--- config.mk ---
export PLATFORM = sky130hd
export DESIGN_NAME = div_req_sequencer
export DESIGN_NICKNAME = d
export VERILOG_FILES = /design/src/rtl/div_pkg.sv /design/src/rtl/div_rsp_fifo.sv /design/src/rtl/div_req_sequencer.sv
export SDC_FILE = /design/constraint.sdc
export NUM_CORES = 1
export LEC_CHECK = 0
export ABC_CLOCK_PERIOD_IN_PS = 18370
export BUFFER_PORTS_ARGS = -buffer_cell sky130_fd_sc_hd__clkbuf_2
export CAP_MARGIN = 25
export CORE_ASPECT_RATIO = 0.5
export CORE_MARGIN = 10
export CORE_UTILIZATION = 35
export DETAILED_ROUTE_END_ITERATION = 6
export GPL_TIMING_DRIVEN = 0
export HOLD_SLACK_MARGIN = 0.06
export PLACE_DENSITY = 0.6
export SYNTH_ARGS = -nofsm -noshare
export SYNTH_HDL_FRONTEND = slang
export SYNTH_HIERARCHICAL = 1
export SYNTH_SLANG_ARGS = --single-unit
--- constraint.sdc ---
create_clock -name clk -period 18.37 [get_ports clk]
set_input_delay 2.7555 -clock clk [delete_from_list [all_inputs] [get_ports clk]]
set_output_delay 2.7555 -clock clk [all_outputs]
set_load 0.03 [all_outputs]
--- src/rtl/div_pkg.sv ---
// Shared constants and record types for the divider request sequencer.
package div_pkg;

  localparam int A_W     = 64;
  localparam int B_W     = 51;
  localparam int Q_W     = 32;
  localparam int DIV_LAT = 32;
  localparam int TAG_W   = 4;

  typedef struct packed {
    logic [Q_W-1:0]   q;
    logic [TAG_W-1:0] tag;
    logic             dz;
  } div_rsp_t;

  typedef struct packed {
    logic             v;
    logic [TAG_W-1:0] tag;
    logic             dz;
  } div_tag_stage_t;

  // Divide-by-zero results are reported as all-ones regardless of what the divider produced.
  function automatic logic [Q_W-1:0] fix_q(input logic [Q_W-1:0] q, input logic dz);
    return dz ? '1 : q;
  endfunction

endpackage

--- src/rtl/div_rsp_fifo.sv ---
// First-word-fall-through FIFO with occupancy count; head reads as zero when empty.
module div_rsp_fifo #(
  parameter int W     = 8,
  parameter int DEPTH = 8
) (
  input  logic                       clk,
  input  logic                       reset,
  input  logic                       wr_en,
  input  logic [W-1:0]               wr_data,
  input  logic                       rd_en,
  output logic [W-1:0]               rd_data,
  output logic                       valid,
  output logic [$clog2(DEPTH):0]     count
);

  localparam int AW = $clog2(DEPTH);
  localparam int CW = AW + 1;

  logic [W-1:0]  mem [DEPTH];
  logic [AW-1:0] wptr, rptr;
  logic [CW-1:0] cnt;
  logic          pop, full;

  assign valid   = (cnt != '0);
  assign full    = (cnt == CW'(DEPTH));
  assign pop     = rd_en && valid;
  assign rd_data = valid ? mem[rptr] : '0;
  assign count   = cnt;

  always_ff @(posedge clk) begin
    if (wr_en) mem[wptr] <= wr_data;
  end

  // Power-of-two depth lets the pointers wrap naturally.
  always_ff @(posedge clk or posedge reset) begin
    if (reset) begin
      wptr <= '0;
      rptr <= '0;
      cnt  <= '0;
    end else begin
      if (wr_en) wptr <= wptr + 1'b1;
      if (pop)   rptr <= rptr + 1'b1;
      case ({wr_en, pop})
        2'b10:   cnt <= cnt + 1'b1;
        2'b01:   cnt <= cnt - 1'b1;
        default: cnt <= cnt;
      endcase
    end
  end

  a_no_overflow: assert property (@(posedge clk) disable iff (reset) !(wr_en && full));

endmodule

--- src/rtl/div_req_sequencer.sv ---
// Valid/ready front end for the 32-stage divider: tag/valid delay line plus credit-limited response FIFO.
module div_req_sequencer
  import div_pkg::*;
#(
  parameter int FIFO_DEPTH = 8
) (
  input  logic                          clk,
  input  logic                          reset,
  input  logic                          req_valid,
  output logic                          req_ready,
  input  logic [A_W-1:0]                req_a,
  input  logic [B_W-1:0]                req_b,
  input  logic [TAG_W-1:0]              req_tag,
  output logic [A_W-1:0]                div_a,
  output logic [B_W-1:0]                div_b,
  input  logic [Q_W-1:0]                div_q,
  output logic                          rsp_valid,
  input  logic                          rsp_ready,
  output logic [Q_W-1:0]                rsp_q,
  output logic [TAG_W-1:0]              rsp_tag,
  output logic                          rsp_dz,
  output logic [$clog2(FIFO_DEPTH):0]   inflight
);

  localparam int CW = $clog2(FIFO_DEPTH) + 1;

  div_tag_stage_t pipe [DIV_LAT+1];
  logic [CW-1:0]  inflight_cnt, fifo_cnt;
  logic [CW:0]    credit_use;
  logic           accept, fifo_wr;
  div_rsp_t       wr_rsp, head;

  assign div_a = req_a;
  assign div_b = req_b;

  // Credits cover both in-flight and queued results, so the non-stallable divider never overruns the FIFO.
  assign credit_use = {1'b0, inflight_cnt} + {1'b0, fifo_cnt};
  assign req_ready  = !reset && (credit_use < (CW+1)'(FIFO_DEPTH));
  assign accept     = req_valid && req_ready;
  assign fifo_wr    = pipe[DIV_LAT].v;

  always_ff @(posedge clk or posedge reset) begin
    if (reset) begin
      for (int i = 0; i <= DIV_LAT; i++) pipe[i] <= '0;
    end else begin
      pipe[0] <= '{v: accept, tag: req_tag, dz: (req_b == '0)};
      for (int i = 1; i <= DIV_LAT; i++) pipe[i] <= pipe[i-1];
    end
  end

  always_ff @(posedge clk or posedge reset) begin
    if (reset) begin
      inflight_cnt <= '0;
    end else begin
      case ({accept, fifo_wr})
        2'b10:   inflight_cnt <= inflight_cnt + 1'b1;
        2'b01:   inflight_cnt <= inflight_cnt - 1'b1;
        default: inflight_cnt <= inflight_cnt;
      endcase
    end
  end

  assign wr_rsp = '{q:   fix_q(div_q, pipe[DIV_LAT].dz),
                    tag: pipe[DIV_LAT].tag,
                    dz:  pipe[DIV_LAT].dz};

  div_rsp_fifo #(
    .W     ($bits(div_rsp_t)),
    .DEPTH (FIFO_DEPTH)
  ) u_fifo (
    .clk     (clk),
    .reset   (reset),
    .wr_en   (fifo_wr),
    .wr_data (wr_rsp),
    .rd_en   (rsp_ready),
    .rd_data (head),
    .valid   (rsp_valid),
    .count   (fifo_cnt)
  );

  assign rsp_q    = head.q;
  assign rsp_tag  = head.tag;
  assign rsp_dz   = head.dz;
  assign inflight = inflight_cnt;

endmodule

-- Yosys cells after proc, flatten, opt, wreduce, memory -nomap -nowiden
Memory sizes are Yosys's and may differ from the RTL's.
Index checks and enable logic that the tools add are counted.
- $add $sub $neg: 7
- magnitude comparators: 1
- equal/unequal tests: 4
- multiplexer cells: 6
- reductions and logical operators: 8
- operators with widths (kind ; number):
    $logic_not 51->1 ; 1
    $mux 37 ; 1
    $mux 32 ; 1
    $pmux 4 s2 ; 2
    $add 4x1->4 const B ; 2
    $sub 4x1->4 const B ; 2
    $add 3x1->3 const B ; 2
    $add 4x4->5 ; 1
    $lt 5x4->1 const B ; 1
    $eq 2x1->1 const B ; 2
    $eq 2x2->1 const B ; 2
    $reduce_bool 2->1 ; 2
    $reduce_bool 4->1 ; 1
    $logic_and 1x1->1 ; 3
    $mux 1 ; 2
    $logic_not 1->1 ; 1
- flip-flop bits (word level): 212
- RAM bits: 296
- bits of input ports: 155
- output and inout bits: 158
- logic and storage cells: 130
- memories: 1
- memory list (memory ; depth ; bits a word ; read ports ; clocked after Yosys merged registers in ; write ports ; line ; text):
    u_fifo.mem ; 8 ; 37 ; 1 ; 0 ; 1 ; div_rsp_fifo.sv:19 ; logic [W-1:0] mem [DEPTH];

-- Longest topological paths before layout
- word-level depth: 6
- depth in mapped cells: 10

-- Cells and area by module
The synthesis kept the hierarchy.
- by module, submodules not included (module ; instances ; cells an instance ; area each (um^2) ; seq. area each (um^2)):
    div_rsp_fifo ; 1 ; 495 ; 11686.2 ; 9138.8
    div_req_sequencer ; 1 ; 405 ; 6528.8 ; 5054.8

-- Worst setup path before layout
OpenSTA, ideal clock, no wires.
- path kind: in2out
- from: in reset
- to: out req_ready
- arrival time: 3.563 ns
- slack: 12.051 ns
- stages: 2
- path through: or4_4 a21oi_2
- longest elaborated chain between the ends: 2
- ends and longest elaborated chain (item ; line ; text):
    start: declaration ; div_req_sequencer.sv:8 ; input logic reset,
    $logic_not 1->1 (no line) ; -- ;
    $logic_and 1x1->1 ; div_req_sequencer.sv:38 ; assign req_ready = !reset && (credit_use < (CW+1)'(FIFO_DEPTH));
    end: declaration ; div_req_sequencer.sv:10 ; output logic req_ready,
Every way passes these cells.

-- Final worst setup path
Same ends and word-level chain as after synthesis.

==> impl_metrics.py <==
metrics = {
    "sta": {
        "setup-tns-final_ps": 0,
        "rsz0062_at_grt": "no",
        "fmax_mhz": 150,
        "worstMarginPinSlew_ps": 916,
        "setup_viol": 0,
        "finalHoldViolCount": 0,
        "period_share_pct": 36.2,
        "maxSlewViolCount": 0,
        "max_slew_margin_pct": 38.8,
        "period_minus_slack_ps": 6660,
        "fin_ws_ps": 11710,
        "finClkSkew_ps": 12.9,
    },
    "routing": {
        "via_count": 8884,
        "first_pass_iters": 4,
        "dr.first_iter.drc_count": 599,
        "wl_mm": 39.4,
        "antenna_left": 0,
        "avgViaCountPerCell": 4.58,
        "drcViolationCount": 0,
        "wl_per_cell_um": 20.3,
    },
    "synthesis": {
        "synth_seq_cells": 508,
        "ys_types": 47,
        "syn_inst": 900,
        "synth.avg_cell_area_um2": 20.2,
        "synth-main-ff-cell": "edfxtp_1",
        "syn_area_um2": 18200,
        "async_flop_share_pct": 41.7,
        "syn_nets": 1067,
        "synth_edf_count": 296,
        "synth_sequential_area_ratio_pct": 77.9,
        "yosysWarnings": 6,
    },
    "worst_setup_path": {
        "critical_path_arrival_ps": 3900,
        "worstPathRequired_ps": 15610,
        "path_class": "in -> out",
        "cp_max_fo": 3,
        "r2r_start": "inflight[3]",
        "r2r_slack_ps": 15240,
        "worstSetupEndpointType": "output port",
        "cp-start-kind": "input port",
        "r2r_cells": 9,
        "r2r_end": "inflight[3]",
    },
    "cells_and_area": {
        "nFillCells": 4427,
        "syn_to_final_growth_pct": 21.1,
        "layout-drive-gt1-share_pct": 47.2,
        "final_cell_mix": "296 x edfxtp_1, 248 x clkbuf_2, 212 x dfrtp_1",
        "fin_nets": 1379,
        "final_common_cell": "edfxtp_1",
        "final_util_pct": 43.4,
    },
    "clock_network": {
        "numClockSinks": 508,
        "root_buffer": "clkbuf_16",
        "post_cts_buffers": 0,
        "htreeDepth": 2,
        "cts_resized": 0,
        "clk_pin_slew_ps": 60,
        "worstSkewPairLatency_ps": 560,
        "cts_tree": "built",
        "cts_made_buffers": 45,
        "cts_max_path_buffers": 3,
        "ctsHoldBuffers": 0,
    },
    "power": {
        "ir_drop_uv": 69.0,
        "p_leak_nw": 8.83,
        "powerDensity_nw_per_um2": 142,
    },
    "grt": {
        "grt_max_degree": 132,
        "antenna_found_initial": 1,
        "grt_overflow_total": 0,
        "grt_pass1_vias": 9965,
        "grt_usage_pct": 12.5,
        "grt_first_pass_wirelength_mm": 59.7,
    },
    "die": {
        "fp.coreArea_um2": 50900,
        "die_x_um": 343,
        "num_rows": 58,
        "die_y_um": 181,
        "die_area_um2": 62100,
        "start_util_pct": 35.8,
        "io_pins": 313,
    },
    "worst_hold_path": {
        "min_from": "pipe[15]",
        "hold_end": "pipe[9]",
        "hold_class": "reg -> reg",
        "min_path_cells": 0,
    },
    "run_status": {
        "outcome": "finished clean",
    },
    "run": {
        "drv_cap": 0,
    },
    "place": {
        "numPortBuffers": 248,
        "pre_cts_ws_ps": 11660,
        "gp_congestion": 0.944,
        "dp_hpwl_mm": 27.1,
    },
}
==> how the worst max path moves through the flow <==
stage	endpoint	cells after the start	slack, ps	start
after floorplan	fifo_wr	1	10100	reset
after global placement	pipe[192]	2	8540	reset
after detailed placement	req_ready	4	11660	reset
after CTS	req_ready	4	11660	reset
after global routing	req_ready	4	11680	reset
final	req_ready	4	11710	reset
==> Yosys cell counts (2+ instances only) <==
library cell | instances | area [um2]
nor3b_1 | 3 | 22.5
nand4_1 | 2 | 12.5
a22o_1 | 37 | 324
edfxtp_1 | 296 | 8890
buf_2 | 8 | 40.0
dfrtp_1 | 212 | 5310
nand2b_1 | 3 | 18.8
ha_1 | 11 | 138
or2_2 | 32 | 200
buf_6 | 10 | 113
nand2_1 | 7 | 26.3
buf_4 | 115 | 863
mux2i_1 | 2 | 20.0
mux2_2 | 4 | 45.0
inv_1 | 10 | 37.5
nand3_1 | 4 | 20.0
xnor2_1 | 6 | 52.6
xor2_1 | 3 | 26.3
clkbuf_1 | 10 | 37.5
nor2_1 | 7 | 26.3
or4_4 | 2 | 22.5
mux4_2 | 74 | 1670
nor3_1 | 3 | 15.0
buf_1 | 2 | 7.51
nor4_1 | 13 | 81.3
a21oi_1 | 3 | 15.0
==> flip-flops by register name, indices dropped and copies added (netlist names) <==
| signal | count |
|---|---|
| fifo_wr | 1 |
| inflight | 4 |
| pipe | 197 |
| u_fifo/count | 4 |
| u_fifo/mem | 296 |
| u_fifo/rptr | 3 |
| u_fifo/wptr | 3 |
==> layer usage <==
layer	GRT usage (%)	wire length (um)	vias to the layer above
met3	3.46	2270	48
met5	0	0	-
met4	3.04	657	0
met1	14.6	15500	4645
met2	22.3	21000	252
li1	-	-	3939
==> power breakdown <==
group / internal (mW) / switching (mW)
Clock: 0.490 / 0.396
Sequential: 1.30 / 0.0454
Combinational: 0.371 / 0.543
==> worst max-delay path, cell delays in order <==
cell and delay [ps]:
clkbuf_2 160, or4_4 500, a21oi_2 230, clkbuf_2 260
==> layout make-up <==
type | count | area, um2 | share of cell area, %
inverters | 10 | 45.0 | 0.204
plain buffers | 145 | 1060 | 4.81
clock buffers | 65 | 1240 | 5.64
multi-input cells | 237 | 2980 | 13.5
well taps | 690 | 863 | 3.91
diodes | 1 | 2.50 | 0.0113
flip-flops and latches | 508 | 14200 | 64.3
repair buffers | 265 | 1540 | 6.97
clock inverters | 17 | 140 | 0.635
==> per-stage QoR <==
stage,power [mW],cell area (um2),instances,hold slack (ps)
3_5_place_dp,2.31,20700,1855,335
2_1_floorplan,2.02,18200,900,331
4_1_cts,3.20,22100,1937,348
5_1_grt,3.29,22100,1938,345
3_3_place_gp,2.28,20300,1838,332
6_report,3.14,22100,1938,342
==> cell families after synthesis <==
kind of cell | after synthesis | synth area share (%)
flip-flops | 508 | 77.9
buffers and inverters | 155 | 6.03
AND/OR/NAND/NOR | 85 | 2.88
multiplexers | 80 | 9.51
AO/OA/AOI/OAI | 51 | 2.36
adder cells (fa/ha/maj) | 12 | 0.865
XOR/XNOR | 9 | 0.433
Note: power is estimated with default switching activity, not from simulation.
